<file path="src/rtl/nbload_tag_ctl_pkg.sv">
// nbload_types: shared entry state encoding and entry record for the
// non-blocking load tag controller.
package nbload_types;

   localparam int NBL_DEPTH = 8;

   typedef enum logic [1:0] {
      FREE = 2'b00,
      PEND = 2'b01,
      DONE = 2'b10
   } nbl_state_e;

   typedef struct packed {
      nbl_state_e state;
      logic       wb;
      logic       err;
      logic [4:0] rd;
   } nbl_entry_t;

   localparam nbl_entry_t NBL_ENTRY_FREE = '{state: FREE, wb: 1'b0, err: 1'b0, rd: 5'd0};

endpackage

</file>
<file path="src/rtl/nbload_tag_ctl_if.sv">
// nbload_tag_ctl_if: allocation, response, writeback, hazard and status
// signals of the load tag controller. The stats outputs and stats_clr only
// exist when NBLOAD_STATS_EN is defined.
interface nbload_tag_ctl_if #(
   parameter int DEPTH = nbload_types::NBL_DEPTH,
   parameter int TAG_W = $clog2(DEPTH)
);
   logic             alloc_valid;
   logic [4:0]       alloc_rd;
   logic             alloc_ready;
   logic [TAG_W-1:0] alloc_tag;
   logic             rsp_valid;
   logic [TAG_W-1:0] rsp_tag;
   logic             rsp_err;
   logic             wb_valid;
   logic             wb_ready;
   logic [TAG_W-1:0] wb_tag;
   logic [4:0]       wb_rd;
   logic             wb_err;
   logic [4:0]       rd_check;
   logic             rd_hit;
   logic             flush;
   logic             unexp_rsp;
   logic [TAG_W:0]   free_cnt;
`ifdef NBLOAD_STATS_EN
   logic             stats_clr;
   logic [15:0]      stall_cnt;
   logic [TAG_W:0]   max_occ;

   modport slave (
      input  alloc_valid, alloc_rd, rsp_valid, rsp_tag, rsp_err, wb_ready, rd_check, flush, stats_clr,
      output alloc_ready, alloc_tag, wb_valid, wb_tag, wb_rd, wb_err, rd_hit, unexp_rsp, free_cnt,
             stall_cnt, max_occ
   );
   modport master (
      output alloc_valid, alloc_rd, rsp_valid, rsp_tag, rsp_err, wb_ready, rd_check, flush, stats_clr,
      input  alloc_ready, alloc_tag, wb_valid, wb_tag, wb_rd, wb_err, rd_hit, unexp_rsp, free_cnt,
             stall_cnt, max_occ
   );
`else
   modport slave (
      input  alloc_valid, alloc_rd, rsp_valid, rsp_tag, rsp_err, wb_ready, rd_check, flush,
      output alloc_ready, alloc_tag, wb_valid, wb_tag, wb_rd, wb_err, rd_hit, unexp_rsp, free_cnt
   );
   modport master (
      output alloc_valid, alloc_rd, rsp_valid, rsp_tag, rsp_err, wb_ready, rd_check, flush,
      input  alloc_ready, alloc_tag, wb_valid, wb_tag, wb_rd, wb_err, rd_hit, unexp_rsp, free_cnt
   );
`endif
endinterface

</file>
<file path="src/rtl/nbload_tag_ctl_rr_arb.sv">
// nbload_rr_arb: round-robin pick among requesters starting at ptr. While
// lock is asserted the previous pick is held for as long as it keeps
// requesting, so a stalled writeback does not change under the consumer.
module nbload_rr_arb #(
   parameter int DEPTH = 8,
   parameter int TAG_W = $clog2(DEPTH)
) (
   input  logic             clk,
   input  logic             rst,
   input  logic [DEPTH-1:0] req,
   input  logic [TAG_W-1:0] ptr,
   input  logic             lock,
   output logic [DEPTH-1:0] grant,
   output logic [TAG_W-1:0] idx,
   output logic             valid
);
   logic             lock_q;
   logic [TAG_W-1:0] held_q;
   logic [TAG_W-1:0] cand;
   logic             found;

   // held pick wins while still requesting, else first requester at or after ptr
   always_comb begin
      idx   = '0;
      cand  = '0;
      found = 1'b0;
      if (lock_q && req[held_q]) begin
         idx   = held_q;
         found = 1'b1;
      end
      for (int k = 0; k < DEPTH; k++) begin
         cand = ptr + TAG_W'(k);
         if (!found && req[cand]) begin
            idx   = cand;
            found = 1'b1;
         end
      end
      valid = found;
      grant = found ? (DEPTH'(1) << idx) : '0;
   end

   // remember the current pick for the next cycle when the consumer stalls
   always_ff @(posedge clk or posedge rst) begin
      if (rst) begin
         lock_q <= 1'b0;
         held_q <= '0;
      end else begin
         lock_q <= lock;
         held_q <= idx;
      end
   end

endmodule

</file>
<file path="src/rtl/nbload_tag_ctl.sv">
// nbload_tag_ctl: tag table for outstanding non-blocking loads. Allocates
// the lowest free tag, matches bus responses, schedules register writeback
// round-robin, provides the decode rd hazard check and handles flush and
// write-after-write kill. Optional NBLOAD_STATS_EN adds stall_cnt/max_occ.
//
// entry state | meaning
// FREE        | tag available for allocation
// PEND        | load issued, waiting for the bus response
// DONE        | response returned; written back if wb=1, else dropped
module nbload_tag_ctl
   import nbload_types::*;
#(
   parameter int DEPTH = NBL_DEPTH,
   parameter int TAG_W = $clog2(DEPTH)
) (
   input logic             clk,
   input logic             rst,
   nbload_tag_ctl_if.slave bus
);
   nbl_entry_t       ent_q [DEPTH];
   nbl_entry_t       ent_d [DEPTH];
   logic [DEPTH-1:0] wb_req;
   logic [DEPTH-1:0] arb_grant;
   logic [TAG_W-1:0] arb_idx;
   logic             arb_valid;
   logic [TAG_W-1:0] rr_ptr_q;
   logic [TAG_W-1:0] low_free;
   logic             any_free;
   logic             hit;
   logic             alloc_fire;
   logic             wb_fire;
   logic [TAG_W:0]   free_cnt_d;
   logic [TAG_W:0]   free_cnt_q;
   logic             unexp_q;

   // writeback requests, lowest free tag and rd hazard from the current table
   always_comb begin
      wb_req   = '0;
      low_free = '0;
      any_free = 1'b0;
      hit      = 1'b0;
      for (int i = DEPTH - 1; i >= 0; i--) begin
         if (ent_q[i].state == FREE) begin
            low_free = TAG_W'(i);
            any_free = 1'b1;
         end
         wb_req[i] = (ent_q[i].state == DONE) && ent_q[i].wb;
         if (ent_q[i].state != FREE && ent_q[i].wb && ent_q[i].rd == bus.rd_check && bus.rd_check != 5'd0)
            hit = 1'b1;
      end
   end

   assign bus.alloc_ready = any_free && !bus.flush;
   assign bus.alloc_tag   = low_free;
   assign alloc_fire      = bus.alloc_valid && any_free && !bus.flush;
   assign wb_fire         = arb_valid && bus.wb_ready;

   nbload_rr_arb #(.DEPTH(DEPTH), .TAG_W(TAG_W)) u_arb (
      .clk   (clk),
      .rst   (rst),
      .req   (wb_req),
      .ptr   (rr_ptr_q),
      .lock  (arb_valid && !bus.wb_ready && !bus.flush),
      .grant (arb_grant),
      .idx   (arb_idx),
      .valid (arb_valid)
   );

   assign bus.wb_valid  = arb_valid;
   assign bus.wb_tag    = arb_idx;
   assign bus.wb_rd     = arb_valid ? ent_q[arb_idx].rd : 5'd0;
   assign bus.wb_err    = arb_valid ? ent_q[arb_idx].err : 1'b0;
   assign bus.rd_hit    = hit;
   assign bus.unexp_rsp = unexp_q;
   assign bus.free_cnt  = free_cnt_q;

   // per-entry next state: response, flush/WAW kill, retire, then allocation
   always_comb begin
      free_cnt_d = '0;
      for (int i = 0; i < DEPTH; i++) begin
         ent_d[i] = ent_q[i];
         if (bus.rsp_valid && bus.rsp_tag == TAG_W'(i) && ent_q[i].state == PEND) begin
            ent_d[i].state = DONE;
            ent_d[i].err   = bus.rsp_err;
         end
         if (ent_q[i].state != FREE) begin
            if (bus.flush)
               ent_d[i].wb = 1'b0;
            if (alloc_fire && bus.alloc_rd != 5'd0 && ent_q[i].rd == bus.alloc_rd)
               ent_d[i].wb = 1'b0;
         end
         if (ent_q[i].state == DONE && !ent_q[i].wb)
            ent_d[i] = NBL_ENTRY_FREE;
         if (wb_fire && arb_grant[i])
            ent_d[i] = NBL_ENTRY_FREE;
         if (alloc_fire && low_free == TAG_W'(i))
            ent_d[i] = '{state: PEND, wb: (bus.alloc_rd != 5'd0), err: 1'b0, rd: bus.alloc_rd};
         if (ent_d[i].state == FREE)
            free_cnt_d = free_cnt_d + (TAG_W+1)'(1);
      end
   end

   // table, round-robin pointer, free count and unexpected-response pulse
   always_ff @(posedge clk or posedge rst) begin
      if (rst) begin
         for (int i = 0; i < DEPTH; i++)
            ent_q[i] <= NBL_ENTRY_FREE;
         rr_ptr_q   <= '0;
         free_cnt_q <= (TAG_W+1)'(DEPTH);
         unexp_q    <= 1'b0;
      end else begin
         ent_q      <= ent_d;
         free_cnt_q <= free_cnt_d;
         unexp_q    <= bus.rsp_valid && (ent_q[bus.rsp_tag].state != PEND);
         if (wb_fire)
            rr_ptr_q <= arb_idx + TAG_W'(1);
      end
   end

`ifdef NBLOAD_STATS_EN
   logic [15:0]    stall_cnt_q;
   logic [TAG_W:0] max_occ_q;
   logic [TAG_W:0] occ_d;

   assign occ_d         = (TAG_W+1)'(DEPTH) - free_cnt_d;
   assign bus.stall_cnt = stall_cnt_q;
   assign bus.max_occ   = max_occ_q;

   // saturating alloc stall counter and peak occupancy
   always_ff @(posedge clk or posedge rst) begin
      if (rst) begin
         stall_cnt_q <= '0;
         max_occ_q   <= '0;
      end else if (bus.stats_clr) begin
         stall_cnt_q <= '0;
         max_occ_q   <= '0;
      end else begin
         if (bus.alloc_valid && !bus.alloc_ready && stall_cnt_q != 16'hFFFF)
            stall_cnt_q <= stall_cnt_q + 16'd1;
         if (occ_d > max_occ_q)
            max_occ_q <= occ_d;
      end
   end
`endif

endmodule

</file>
<file path="src/flat_wrapper.sv">
// flat-port wrapper written by rule: the top's interface ports become plain ports
module nbload_tag_ctl_flat import nbload_types::*;
#(
   parameter int DEPTH = NBL_DEPTH,
   parameter int TAG_W = $clog2(DEPTH)
)
  (clk, rst, bus_alloc_valid, bus_alloc_rd, bus_rsp_valid, bus_rsp_tag, bus_rsp_err, bus_wb_ready, bus_rd_check, bus_flush, bus_alloc_ready, bus_alloc_tag, bus_wb_valid, bus_wb_tag, bus_wb_rd, bus_wb_err, bus_rd_hit, bus_unexp_rsp, bus_free_cnt);
  nbload_tag_ctl_if #(.DEPTH(DEPTH), .TAG_W(TAG_W)) bus_i ();
  input logic clk;
  input logic rst;
  input wire logic [$bits(bus_i.alloc_valid)-1:0] bus_alloc_valid;
  input wire logic [$bits(bus_i.alloc_rd)-1:0] bus_alloc_rd;
  input wire logic [$bits(bus_i.rsp_valid)-1:0] bus_rsp_valid;
  input wire logic [$bits(bus_i.rsp_tag)-1:0] bus_rsp_tag;
  input wire logic [$bits(bus_i.rsp_err)-1:0] bus_rsp_err;
  input wire logic [$bits(bus_i.wb_ready)-1:0] bus_wb_ready;
  input wire logic [$bits(bus_i.rd_check)-1:0] bus_rd_check;
  input wire logic [$bits(bus_i.flush)-1:0] bus_flush;
  output wire logic [$bits(bus_i.alloc_ready)-1:0] bus_alloc_ready;
  output wire logic [$bits(bus_i.alloc_tag)-1:0] bus_alloc_tag;
  output wire logic [$bits(bus_i.wb_valid)-1:0] bus_wb_valid;
  output wire logic [$bits(bus_i.wb_tag)-1:0] bus_wb_tag;
  output wire logic [$bits(bus_i.wb_rd)-1:0] bus_wb_rd;
  output wire logic [$bits(bus_i.wb_err)-1:0] bus_wb_err;
  output wire logic [$bits(bus_i.rd_hit)-1:0] bus_rd_hit;
  output wire logic [$bits(bus_i.unexp_rsp)-1:0] bus_unexp_rsp;
  output wire logic [$bits(bus_i.free_cnt)-1:0] bus_free_cnt;
  assign bus_i.alloc_valid = bus_alloc_valid;
  assign bus_i.alloc_rd = bus_alloc_rd;
  assign bus_i.rsp_valid = bus_rsp_valid;
  assign bus_i.rsp_tag = bus_rsp_tag;
  assign bus_i.rsp_err = bus_rsp_err;
  assign bus_i.wb_ready = bus_wb_ready;
  assign bus_i.rd_check = bus_rd_check;
  assign bus_i.flush = bus_flush;
  assign bus_alloc_ready = bus_i.alloc_ready;
  assign bus_alloc_tag = bus_i.alloc_tag;
  assign bus_wb_valid = bus_i.wb_valid;
  assign bus_wb_tag = bus_i.wb_tag;
  assign bus_wb_rd = bus_i.wb_rd;
  assign bus_wb_err = bus_i.wb_err;
  assign bus_rd_hit = bus_i.rd_hit;
  assign bus_unexp_rsp = bus_i.unexp_rsp;
  assign bus_free_cnt = bus_i.free_cnt;
  nbload_tag_ctl #(.DEPTH(DEPTH), .TAG_W(TAG_W)) u_core (.clk(clk), .rst(rst), .bus(bus_i));
endmodule
</file>
<file path="config.mk">
export PLATFORM = sky130hd
export DESIGN_NAME = nbload_tag_ctl_flat
export DESIGN_NICKNAME = d
export VERILOG_FILES = /design/src/rtl/nbload_tag_ctl_pkg.sv /design/src/rtl/nbload_tag_ctl_if.sv /design/src/rtl/nbload_tag_ctl_rr_arb.sv /design/src/rtl/nbload_tag_ctl.sv /design/src/flat_wrapper.sv
export SDC_FILE = /design/constraint.sdc
export NUM_CORES = 1
export LEC_CHECK = 0
export BUFFER_PORTS_ARGS = -buffer_cell sky130_fd_sc_hd__buf_2
export CAP_MARGIN = 5
export CORE_MARGIN = 4
export CORE_UTILIZATION = 45
export CTS_BUF_LIST = sky130_fd_sc_hd__clkbuf_8
export DETAILED_ROUTE_END_ITERATION = 7
export PLACE_DENSITY = 0.7
export SLEW_MARGIN = 40
export SYNTH_ARGS = -nofsm -noshare
export SYNTH_HDL_FRONTEND = slang
export SYNTH_SLANG_ARGS = --single-unit
export TNS_END_PERCENT = 20
</file>
<file path="constraint.sdc">
create_clock -name clk -period 7.7 [get_ports clk]
set_clock_uncertainty 0.15 [all_clocks]
set_input_delay 0.385 -clock clk [delete_from_list [all_inputs] [get_ports clk]]
set_output_delay 0.385 -clock clk [all_outputs]
set_load 0.005 [all_outputs]
</file>
======== Word level (Yosys, flattened, before mapping) ========
Cells that the tools add are included.
word-level totals
  output and inout port bits .............. 20
  flip-flop bits (word level) ............. 84
  bits of input ports ..................... 20
  word-level logic and storage cells ...... 430
operators by class
  shifts and indexed selects .............. 1
  equal/unequal tests ..................... 47
  mux-type cells .......................... 134
  order comparisons ....................... 11
  add/sub/neg operators ................... 15
  bitwise operators ....................... 2
  reduce and logical (&&, ||, !) cells .... 183
operators with widths
  operator               count
  $mux W9                26
  $logic_and A1 B1 Y1    97
  $eq A5 B5 Y1           16
  $reduce_bool A4 Y1     16
  $mux W1                61
  $bmux W9 S3            2
  $mux W3                17
  $reduce_bool A5 Y1     10
  $lt A3 B4 Y1 const B   9
  $logic_not A2 Y1       16
  $mux W4                7
  $bmux W1 S3            9
  $add A4 B1 Y4 const B  6
  $eq A3 B3 Y1 const B   8
  $reduce_bool A3 Y1     8
  $logic_not A1 Y1       18
  $eq A2 B1 Y1 const B   8
  $eq A2 B2 Y1 const B   8
  $mux W2                8
  $reduce_and A2 Y1      8
  $reduce_bool A2 Y1     8
  $add A3 B3 Y3 const B  4
  $eq A3 B2 Y1 const B   4
  $mux W6                2
  other kinds (11)       17

======== Depth between registers and ports, before layout ========
Gate-level depths: netlist of run 1.
  depth in word-level cells ............... 51
  gate-level depth with buffers ........... 29

======== Hierarchy ========
A second synthesis of run 1 with hierarchy kept.
second synthesis, totals
  cells, all modules ...................... 752
  area, all modules ....................... 7058.0 um^2
by module, submodules not included
  module          times used  cells an instance  area each (um^2)
  nbload_tag_ctl  1           619                5881.9
  nbload_rr_arb   1           133                1176.1

======== Worst setup path before layout of run 1 ========
OpenSTA, ideal clock, no wires.
  path kind ............................... register to register
  from .................................... reg u_core.rr_ptr_q[0]
  to ...................................... reg u_core.free_cnt_q[1], in the netlist u_core.bus.free_cnt[1]
  setup slack ............................. 1366 ps
  cell stages (with the launch flop) ...... 26
  arrival ................................. 6060 ps
  path buffers ............................ 3
  setup time .............................. 125 ps
  cells stage by stage .................... dfrtp_1 -> inv_2 -> buf_4 -> ha_1 -> xnor2_1 -> mux4_2 -> a41o_1 -> a311oi_2 -> o2bb2ai_4 -> buf_1 -> clkbuf_1 -> nor2_1 -> ha_1 -> nand2_1 -> a21oi_4 -> xnor2_1 -> xnor2_2 -> ha_1 -> xnor2_1 -> nor3b_1 -> a211oi_1 -> ha_1 -> nor2_1 -> a31oi_1 -> ha_1 -> mux2_2
between the ends
  cells in the longest elaborated chain, start to end .. 46
  elaborated cells on any way between the ends .. 104
  those cells by class .................... add/sub: 14; shift: 1; mux: 57; reduce/logical: 32
RTL lines
  what                                                    RTL line               text
  start: declaration                                      nbload_tag_ctl.sv:26   logic [TAG_W-1:0] rr_ptr_q;
  start signal: assignment                                nbload_tag_ctl.sv:116  rr_ptr_q <= arb_idx + TAG_W'(1);
  branches (longest 45 deep; another with $add A3 B1 Y3)  -
  $mux W4 (*)                                             nbload_tag_ctl.sv:98   if (ent_d[i].state == FREE)
  via u_core.free_cnt_d[1]                                nbload_tag_ctl.sv:32   logic [TAG_W:0] free_cnt_d;
  end signal: assignment                                  nbload_tag_ctl.sv:109  free_cnt_q <= (TAG_W+1)'(DEPTH);
  end signal: assignment                                  nbload_tag_ctl.sv:113  free_cnt_q <= free_cnt_d;
  end: declaration                                        nbload_tag_ctl.sv:33   logic [TAG_W:0] free_cnt_q;
Mark *: on every way through the listed nets, which the timed path passes. The select of a mux whose other input is x is not followed.
A chain may end at the register's enable or synchronous reset.

======== Worst setup path after layout of run 1 ========
Ends and elaborated chain as after synthesis.

==> results of run 1 <==
worst max-delay path by stage:
stage / startpoint / to / slack, ns / cells after the start
6_report: u_core.rr_ptr_q[0] / u_core.bus.free_cnt[1] / 1.13 / 25
5_1_grt: u_core.rr_ptr_q[0] / u_core.bus.free_cnt[1] / 0.61 / 24
4_1_cts: u_core.rr_ptr_q[0] / u_core.bus.free_cnt[1] / 1.20 / 25
3_5_place_dp: u_core.rr_ptr_q[0] / u_core.bus.free_cnt[1] / 1.22 / 25
3_3_place_gp: u_core.rr_ptr_q[0] / u_core.bus.free_cnt[1] / 1.33 / 24
2_1_floorplan: u_core.rr_ptr_q[0] / u_core.bus.free_cnt[1] / 1.37 / 25
critical path, cell delays in order, from the launching register on:
cell,delay (ns)
dfrtp_1,0.40
buf_4,0.23
ha_1,0.26
xnor2_1,0.35
mux4_2,0.41
mux2i_4,0.27
nor4bb_1,0.29
o21ai_0,0.14
a22o_1,0.20
nand2_1,0.21
buf_4,0.22
inv_2,0.17
o41ai_4,0.67
nor2_1,0.10
a41oi_1,0.25
nor2_1,0.08
a21oi_1,0.22
ha_1,0.30
xnor2_1,0.14
nor3b_1,0.19
a211oi_1,0.08
ha_1,0.28
nor2_1,0.04
a31oi_1,0.25
ha_1,0.28
mux2_2,0.26
per-stage QoR:
stage          setup WS (ns)  utilization [%]  hold WS [ns]
4_1_cts                 1.20             50.1       0.00296
3_3_place_gp            1.33             48.5         0.176
5_1_grt                0.612             50.2       0.00959
2_1_floorplan           1.37                -         0.306
3_5_place_dp            1.22             48.8         0.179
6_report                1.13             50.2        0.0133
final cells by class:
type	instances	area, um2	share of cell area, %
clock buffer	10	138	1.78
clock inverter	6	58.8	0.760
inverter	22	83.8	1.08
multi-input combinational	629	4820	62.3
sequential	84	2100	27.2
tap	211	264	3.41
timing repair buffer	48	269	3.48
cell families (layout without fill, tap and decap cells):
family,count (synthesis),after routing,share of synthesized area (%)
simple gates,273,273,20.9
fa+ha+maj,11,11,1.92
xor+xnor,101,101,12.8
mux,59,59,11.1
compound gates,185,185,20.0
flops,84,84,29.3
buf+inv,69,86,4.00
layer usage:
metal  vias up  wire length (um)  track usage [%]
met4         0               552             7.13
met1      3132              9140             32.5
met2       307             10400             40.1
li1       2943                 -                -
met5         -                 0                0
met3        53              1560             4.46
sequential cells by signal, summed over array words and instances (netlist names):
| name | count |
|---|---|
| u_core.rr_ptr_q | 3 |
| u_core.u_arb.held_q | 3 |
| u_core.u_arb.lock_q | 1 |
| u_core.ent_q | 72 |
| u_core.bus.unexp_rsp | 1 |
| u_core.bus.free_cnt | 4 |
Yosys cell counts (4+ instances only):
cell       count
nand4bb_1      4
nand3_1       29
nor3b_1        8
mux4_2        14
buf_2         13
dfrtp_1       83
xnor2_1       29
a211o_1        4
nand2_1       64
a21oi_1       23
a211oi_1       8
nand4b_4       4
xor2_1        69
a31oi_1        8
nor2_1        53
mux2_2         8
a41oi_1       10
and3b_1        8
nor3_1        23
clkbuf_1      29
o211ai_1       8
nand4_1       10
a21o_1         6
a22o_1        43
o311a_1        4
a21boi_0       5
nand3b_1      10
nor2b_1       14
o21ai_0       24
o22ai_1        9
and3_1         6
and2_1        10
nor4_1        15
inv_1         17
ha_1          11
mux2i_1       35
==> metrics, run 1 <==
status=completed; # Post-CTS Setup Buffers=0; Cell variety after synth=80; drt wl/cell=21.4 um; final period utilization=85.3%; layout cells sized above 1=14.8%; fillers=1470; Final setup viols=0; Tmin final=6.57 ns; maxcap violations=0; Syn Nets=813; TritonCTS buffer count=9; WHS Endpoint=u_core.u_arb.lock_q; Max-Slew Margin vs Limit=42.8%; Bufs on Longest Clock Path=2; unrepaired setup endpoints after global routing=no; hold buffer count at cts=1; final instance area=0.00774 mm2; Hold Vio Cnt, Final=0; Critical Path Sink Type=register; GRT Total Usage=24.2%; first-pass GRT wire length=34200 um; first drt pass iteration count=5; Ys Warns=0; DP HPWL=16200 um; CTS Sinks=84; data arrival time of the worst path=6.70 ns; Clock transition at path regs=0.11 ns; DRC viols=0; vias per cell=6.37; Worst Path Required=7.83 ns; Ports=40; number of flops mapped to enable cells by yosys=0; worst-margin pin slew=0.852 ns; Die Y=134 um; number of synthesized register bits=84; total gr overflow=0; Root Driver=clkbuf_8; syn_area_per_cell=9.16 um2; Peak Freq=0.152 GHz; HP Start=bus_wb_ready; Die X=134 um; initial drt markers=648; Post-DP Area=0.00753 mm2; final WL=21600 um; Clk Latency, worst-skew pair=0.40 ns; Pins Over Slew Limit=0; post-synth top area share=29.0%; final setup TNS=0 ns; Area contributors post-synth=dfrtp_1, xor2_1, a22o_1, mux2i_1, mux4_2; crit path max fanout=16; ys async rst share=100%; Worst Hold Class=primary input to register; Worst R2R Start=u_core.rr_ptr_q[0]; Synth Cell Area=0.00717 mm2; via count=6435; most frequent cells in the layout=dfrtp_1, xor2_1, nand2_1; worst r2r path cells=25; post-CTS resize count=0; reg2reg end=u_core.bus.free_cnt[1]; Yosys top cell by area=dfrtp_1; Mapped Cells=782; fraction of the yosys area taken by sequential cells=29.3%; Final Non-Filler Cells=1010; antenna violations before repair=0; Antenna diodes=0; # rows=45; IO Port Bufs=39; GP Congestion=0.989; hold path cells=2; predominant post-synthesis flop cell=dfrtp_1; largest net degree at the start of global routing=74; Worst setup SP type=register; CTS tree=yes; Layout area overhead=8.00%; Post-Place Cells=993; die area=0.0180 mm2; CP Class=register to register; core area=0.0154 mm2; Starting Density=46.5%; Detail Route Antenna Nets=0; Nets=825; reg-to-reg slack, setup=1.13 ns; vias in the first global route=6088; # H-tree levels=3; most common cell after layout, fill and taps aside=dfrtp_1
Power of run 1 is left out: the tool's default activity adds up to more than one toggle a clock period on the data nets, which glitch-free logic cannot reach.
==> run 2, diff against run 1 <==
- CORE_UTILIZATION: 45 -> 63
- CTS_BUF_LIST: sky130_fd_sc_hd__clkbuf_8 -> sky130_fd_sc_hd__clkbuf_16
- PLACE_DENSITY: 0.7 -> 0.9
==> metrics, run 2 (synthesized netlist as in run 1, its figures left out) <==
hold buffer count at cts=0 (-1); critical-path cell list=inv_1 -> ha_1 -> xor2_1 -> mux4_2 -> a2111oi_2 -> o22ai_1 -> a22o_1 -> nand2_1 -> inv_2 -> o41ai_4 -> nor2_1 -> a41oi_1 -> nor2_1 -> a21oi_1 -> ha_1 -> xnor2_1 -> nor3b_1 -> a211oi_1 -> ha_1 -> nor2_1 -> a31oi_1 -> ha_1 -> mux2_2; crit path max fanout=19 (+3); via count=6871 (+6.8%); Critical Path Sink Type=register; IO Port Bufs=39 (unchanged); Nets=824 (-0.12%); initial drt markers=907 (+40%); Layout area overhead=7.65%; die area=0.0131 mm2 (-27%); Die X=115 um (-15%); Pins Over Slew Limit=0 (unchanged); Max stage delay on crit path=0.73 ns (+0.06 ns); final WL=23100 um (+6.8%); DP HPWL=17100 um (+5.5%); Hold Vio Cnt, Final=0 (unchanged); core area=0.0110 mm2 (-29%); # rows=38 (-16%); Bufs on Longest Clock Path=2 (unchanged); Starting Density=65.3% (+19 points); Top reg by flops=u_core.ent_q; CTS Sinks=84 (unchanged); max FFs per register=72 (unchanged); GR Util met3=5.23% (+0.77 points); sequential cell area=0.00210 mm2 (about the same); Die Y=115 um (-15%); antenna violations before repair=0 (unchanged); Crit. Startpoint=u_core.rr_ptr_q[1]; Root Driver=clkbuf_16; Final setup viols=0 (unchanged); Critical Path Most Common Cell=ha_1; GRT Max-Usage Layer=met2; Max-Slew Margin vs Limit=40.0% (-2.7 points); TritonCTS buffer count=9 (unchanged); fillers=774 (-47%); first drt pass iteration count=5 (unchanged); first-pass GRT wire length=36200 um (+5.9%); Worst Hold Class=primary input to async pin; Final Non-Filler Cells=938 (-7.1%); Ports=40 (unchanged); status=completed; CP Class=register to register; GRT Total Usage=35.7% (+11 points); most frequent cells in the layout=dfrtp_1, xor2_1, nand2_1; slowest CP cell=o41ai_4; layout cells sized above 1=14.5% (-0.23 points); GP Congestion=1.02 (+2.8%); final setup TNS=0 ns (unchanged); Worst R2R Start=u_core.rr_ptr_q[1]; unrepaired setup endpoints after global routing=no; DRC viols=0 (unchanged); Worst Path Required=7.79 ns (-0.04 ns); data arrival time of the worst path=7.11 ns (+0.41 ns); final period utilization=91.2% (+5.9 points); grt met2 use=60.7% (+21 points); Worst setup SP type=register; worst-margin pin slew=0.898 ns (+0.0462 ns); drt wl/cell=24.6 um (+15%); Tmin final=7.02 ns (+0.453 ns); vias in the first global route=6893 (+13%); met1 Use GR=41.3% (+8.7 points); Clk Latency, worst-skew pair=0.35 ns (-0.05 ns); Peak Freq=0.142 GHz (-6.5%); total gr overflow=0 (unchanged); CTS tree=yes; largest net degree at the start of global routing=85 (+15%); Post-Place Cells=922 (-7.2%); Clock transition at path regs=0.07 ns (-0.04 ns); multi-input logic area=0.00480 mm2 (-0.42%); most common cell after layout, fill and taps aside=dfrtp_1; Detail Route Antenna Nets=0 (unchanged); vias per cell=7.33 (+15%); Antenna diodes=0 (unchanged); # H-tree levels=3 (unchanged); maxcap violations=0 (unchanged)
[run 2: timing repair]
item,4_1_cts,5_1_grt
resized for setup,0,1
setup endpoints to repair,0,2
buffers inserted,0,0
[run 2: area by class of cell]
cell class                      instances  area share, %
Multi-Input combinational cell        629           62.3
Inverter                               22           1.09
Sequential cell                        84           27.3
Clock inverter                          7          0.795
Timing Repair Buffer                   47           3.39
Tap cell                              140           2.27
Clock buffer                            9           2.92
[run 2: stage by stage]
stage | util, % | hold slack (ns) | area (um2) | worst slack [ns]
after floorplan | - | 0.306 | 7170 | 1.37
after global routing | 70.2 | 0.112 | 7710 | 0.179
after CTS | 70.2 | 0.0906 | 7710 | 0.494
final | 70.2 | 0.0755 | 7710 | 0.680
after detailed placement | 67.6 | 0.409 | 7420 | 0.549
after global placement | 67.3 | 0.395 | 7390 | 0.731
[run 2: metal layers]
| metal | part of all wire, % | vias up |
|---|---|---|
| li1 | - | 2931 |
| met4 | 7.6 | 0 |
| met3 | 8.6 | 163 |
| met5 | 0 | - |
| met2 | 48 | 515 |
| met1 | 36 | 3262 |
[run 2: worst paths after layout]
path | end | slack, ns | cells past startpoint
max in group asynchronous | u_core.rr_ptr_q[1] | 6.84 | 3
min in group clk | u_core.u_arb.lock_q | 0.10 | 2
worst max-delay path | u_core.bus.free_cnt[1] | 0.68 | 23
worst min register to register | u_core.ent_q[68] | 0.45 | 2
worst max register to register | u_core.bus.free_cnt[1] | 0.68 | 23
worst min-delay path | u_core.ent_q[23] | 0.08 | 3
[run 2: worst max-delay path, delay by kind of cell (launching register included)]
kind | cells | cell delay, ns
mux | 2 | 0.87
buf+inv | 2 | 0.52
flops | 1 | 0.58
xor+xnor | 2 | 0.44
fa+ha+maj | 4 | 1.17
compound gates | 8 | 2.37
simple gates | 5 | 0.79
Power of run 2 is left out for the same reason.
==> run 3, diff against run 2 <==
- CORE_UTILIZATION: 63 -> 55
- CTS_CLUSTER_SIZE: default -> 10
- PLACE_DENSITY: 0.9 -> 0.81
==> metrics, run 3 (synthesized netlist as in run 1, its figures left out) <==
Post-Place Cells=953 (+3.4%); Bufs on Longest Clock Path=2 (unchanged); TritonCTS buffer count=9 (unchanged); initial drt markers=771 (-15%); Die Y=122 um (+6.5%); first drt pass iteration count=6 (+1); via count=6640 (-3.4%); unrepaired setup endpoints after global routing=no; CTS tree=yes; antenna violations before repair=0 (unchanged); Worst Path Required=7.77 ns (-0.02 ns); CTS Sinks=84 (unchanged); critical-path cell list=inv_1 -> ha_1 -> xnor2_1 -> mux4_2 -> nor4bb_1 -> o21ai_0 -> a22o_1 -> nand2_1 -> inv_2 -> o41ai_4 -> mux2i_1 -> xor2_1 -> a21oi_1 -> ha_1 -> xnor2_1 -> nor3b_1 -> a211oi_1 -> ha_1 -> nor2_1 -> a31oi_1 -> ha_1 -> mux2_2; slowest CP cell=dfrtp_1; met1 Use GR=38.0% (-3.3 points); grt met2 use=54.8% (-5.9 points); Hold Vio Cnt, Final=0 (unchanged); Final Non-Filler Cells=968 (+3.2%); Clock transition at path regs=0.06 ns (about the same); Final setup viols=0 (unchanged); Peak Freq=0.139 GHz (-2.5%); hold_ws=0.0699 ns (-0.00566 ns); vias in the first global route=6728 (-2.4%); # Post-CTS Setup Buffers=0 (unchanged); Pins Over Slew Limit=0 (unchanged); reg-to-reg slack, setup=0.50 ns (-0.18 ns); Worst setup SP type=register; GRT Max-Usage Layer=met2; Starting Density=56.6% (-8.7 points); largest net degree at the start of global routing=85 (unchanged); GR Util met3=3.85% (-1.4 points); total gr overflow=0 (unchanged); Root Driver=clkbuf_16; Max-Slew Margin vs Limit=46.0% (+6.0 points); Antenna diodes=0 (unchanged); Nets=823 (-0.12%); Top reg by flops=u_core.ent_q; final period utilization=93.5% (+2.3 points); Layout area overhead=8.38%; GP Congestion=1.01 (-0.24%); drt wl/cell=24.0 um (-2.8%); max FFs per register=72 (unchanged); Clk Latency, worst-skew pair=0.34 ns (about the same); DP HPWL=17400 um (+2.1%); layout cells sized above 1=14.1% (-0.47 points); Detail Route Antenna Nets=0 (unchanged); worst r2r path cells=22 (-4.3%); Top delay family on crit path=compound AO/OA/AOI/OAI gates; most frequent cells in the layout=dfrtp_1, xor2_1, nand2_1; IO Port Bufs=39 (unchanged); CP Class=register to register; core area=0.0127 mm2 (+15%); Critical Path Most Common Cell=ha_1; post-CTS resize count=0 (unchanged); final WL=23200 um (+0.35%); Worst Hold Class=primary input to async pin; Tmin final=7.20 ns (+0.179 ns); vias per cell=6.86 (-6.4%); reg2reg end=u_core.bus.free_cnt[1]; status=completed; Ports=40 (unchanged); DRC viols=0 (unchanged); GRT Total Usage=31.9% (-3.8 points); # H-tree levels=3 (unchanged); Max stage delay on crit path=0.73 ns (about the same); Worst Path Buf+Inv=2 (unchanged); hold buffer count at cts=0 (unchanged); data arrival time of the worst path=7.27 ns (+0.16 ns); maxcap violations=0 (unchanged); # rows=41 (+7.9%); final setup TNS=0 ns (unchanged); worst-margin pin slew=0.803 ns (-0.0951 ns); Die X=122 um (+6.5%); most common cell after layout, fill and taps aside=dfrtp_1; Worst R2R Start=u_core.rr_ptr_q[1]; crit path max fanout=19 (unchanged); first-pass GRT wire length=36700 um (+1.3%); Critical Path Sink Type=register; die area=0.0149 mm2 (+13%)
run 3: cell count changes in the layout (fill, tap and decap cells not counted):
cell | before | now
inv_1 | 17 | 18
inv_6 | 1 | 0
dfrtp_2 | 1 | 0
bufinv_16 | 0 | 2
a21boi_1 | 3 | 2
buf_4 | 7 | 6
inv_8 | 2 | 0
a21boi_0 | 4 | 5
clkinv_4 | 3 | 0
dfrtp_1 | 82 | 83
clkinvlp_4 | 0 | 2
run 3: worst max path at each step:
stage / from / endpoint / cells after the start
floorplan: u_core.rr_ptr_q[0] / u_core.bus.free_cnt[1] / 25
global placement: u_core.rr_ptr_q[1] / u_core.bus.free_cnt[1] / 23
detailed placement: u_core.rr_ptr_q[1] / u_core.bus.free_cnt[1] / 22
CTS: u_core.rr_ptr_q[1] / u_core.bus.free_cnt[1] / 22
global route: u_core.rr_ptr_q[1] / u_core.bus.free_cnt[1] / 22
finish: u_core.rr_ptr_q[1] / u_core.bus.free_cnt[1] / 22
run 3: final cells by class:
cell class	count	area (um2)
clock inverter	6	82.6
tap	172	215
inverter	22	83.8
sequential	84	2100
multi-input combinational	629	4800
timing repair buffer	46	254
fill	1069	4900
clock buffer	9	225
run 3: through the flow:
step           utilization [%]  area (um2)  worst slack [ns]
6_report                  61.3        7770             0.501
5_1_grt                   61.3        7770            0.0790
3_3_place_gp              58.6        7430             0.833
3_5_place_dp              58.8        7450             0.621
4_1_cts                   61.2        7750             0.581
2_1_floorplan                -        7170              1.37
run 3: tightest hold or removal path: stages:
cell and delay, ns:
buf_2 0.10, clkinv_2 0.04, clkbuf_8 0.52
run 3: metal layers:
metal	routed length, um	vias to the layer above
met5	0	-
met4	1660	0
met3	1340	113
met2	11400	351
met1	8830	3246
li1	-	2930
Power of run 3 is left out for the same reason.
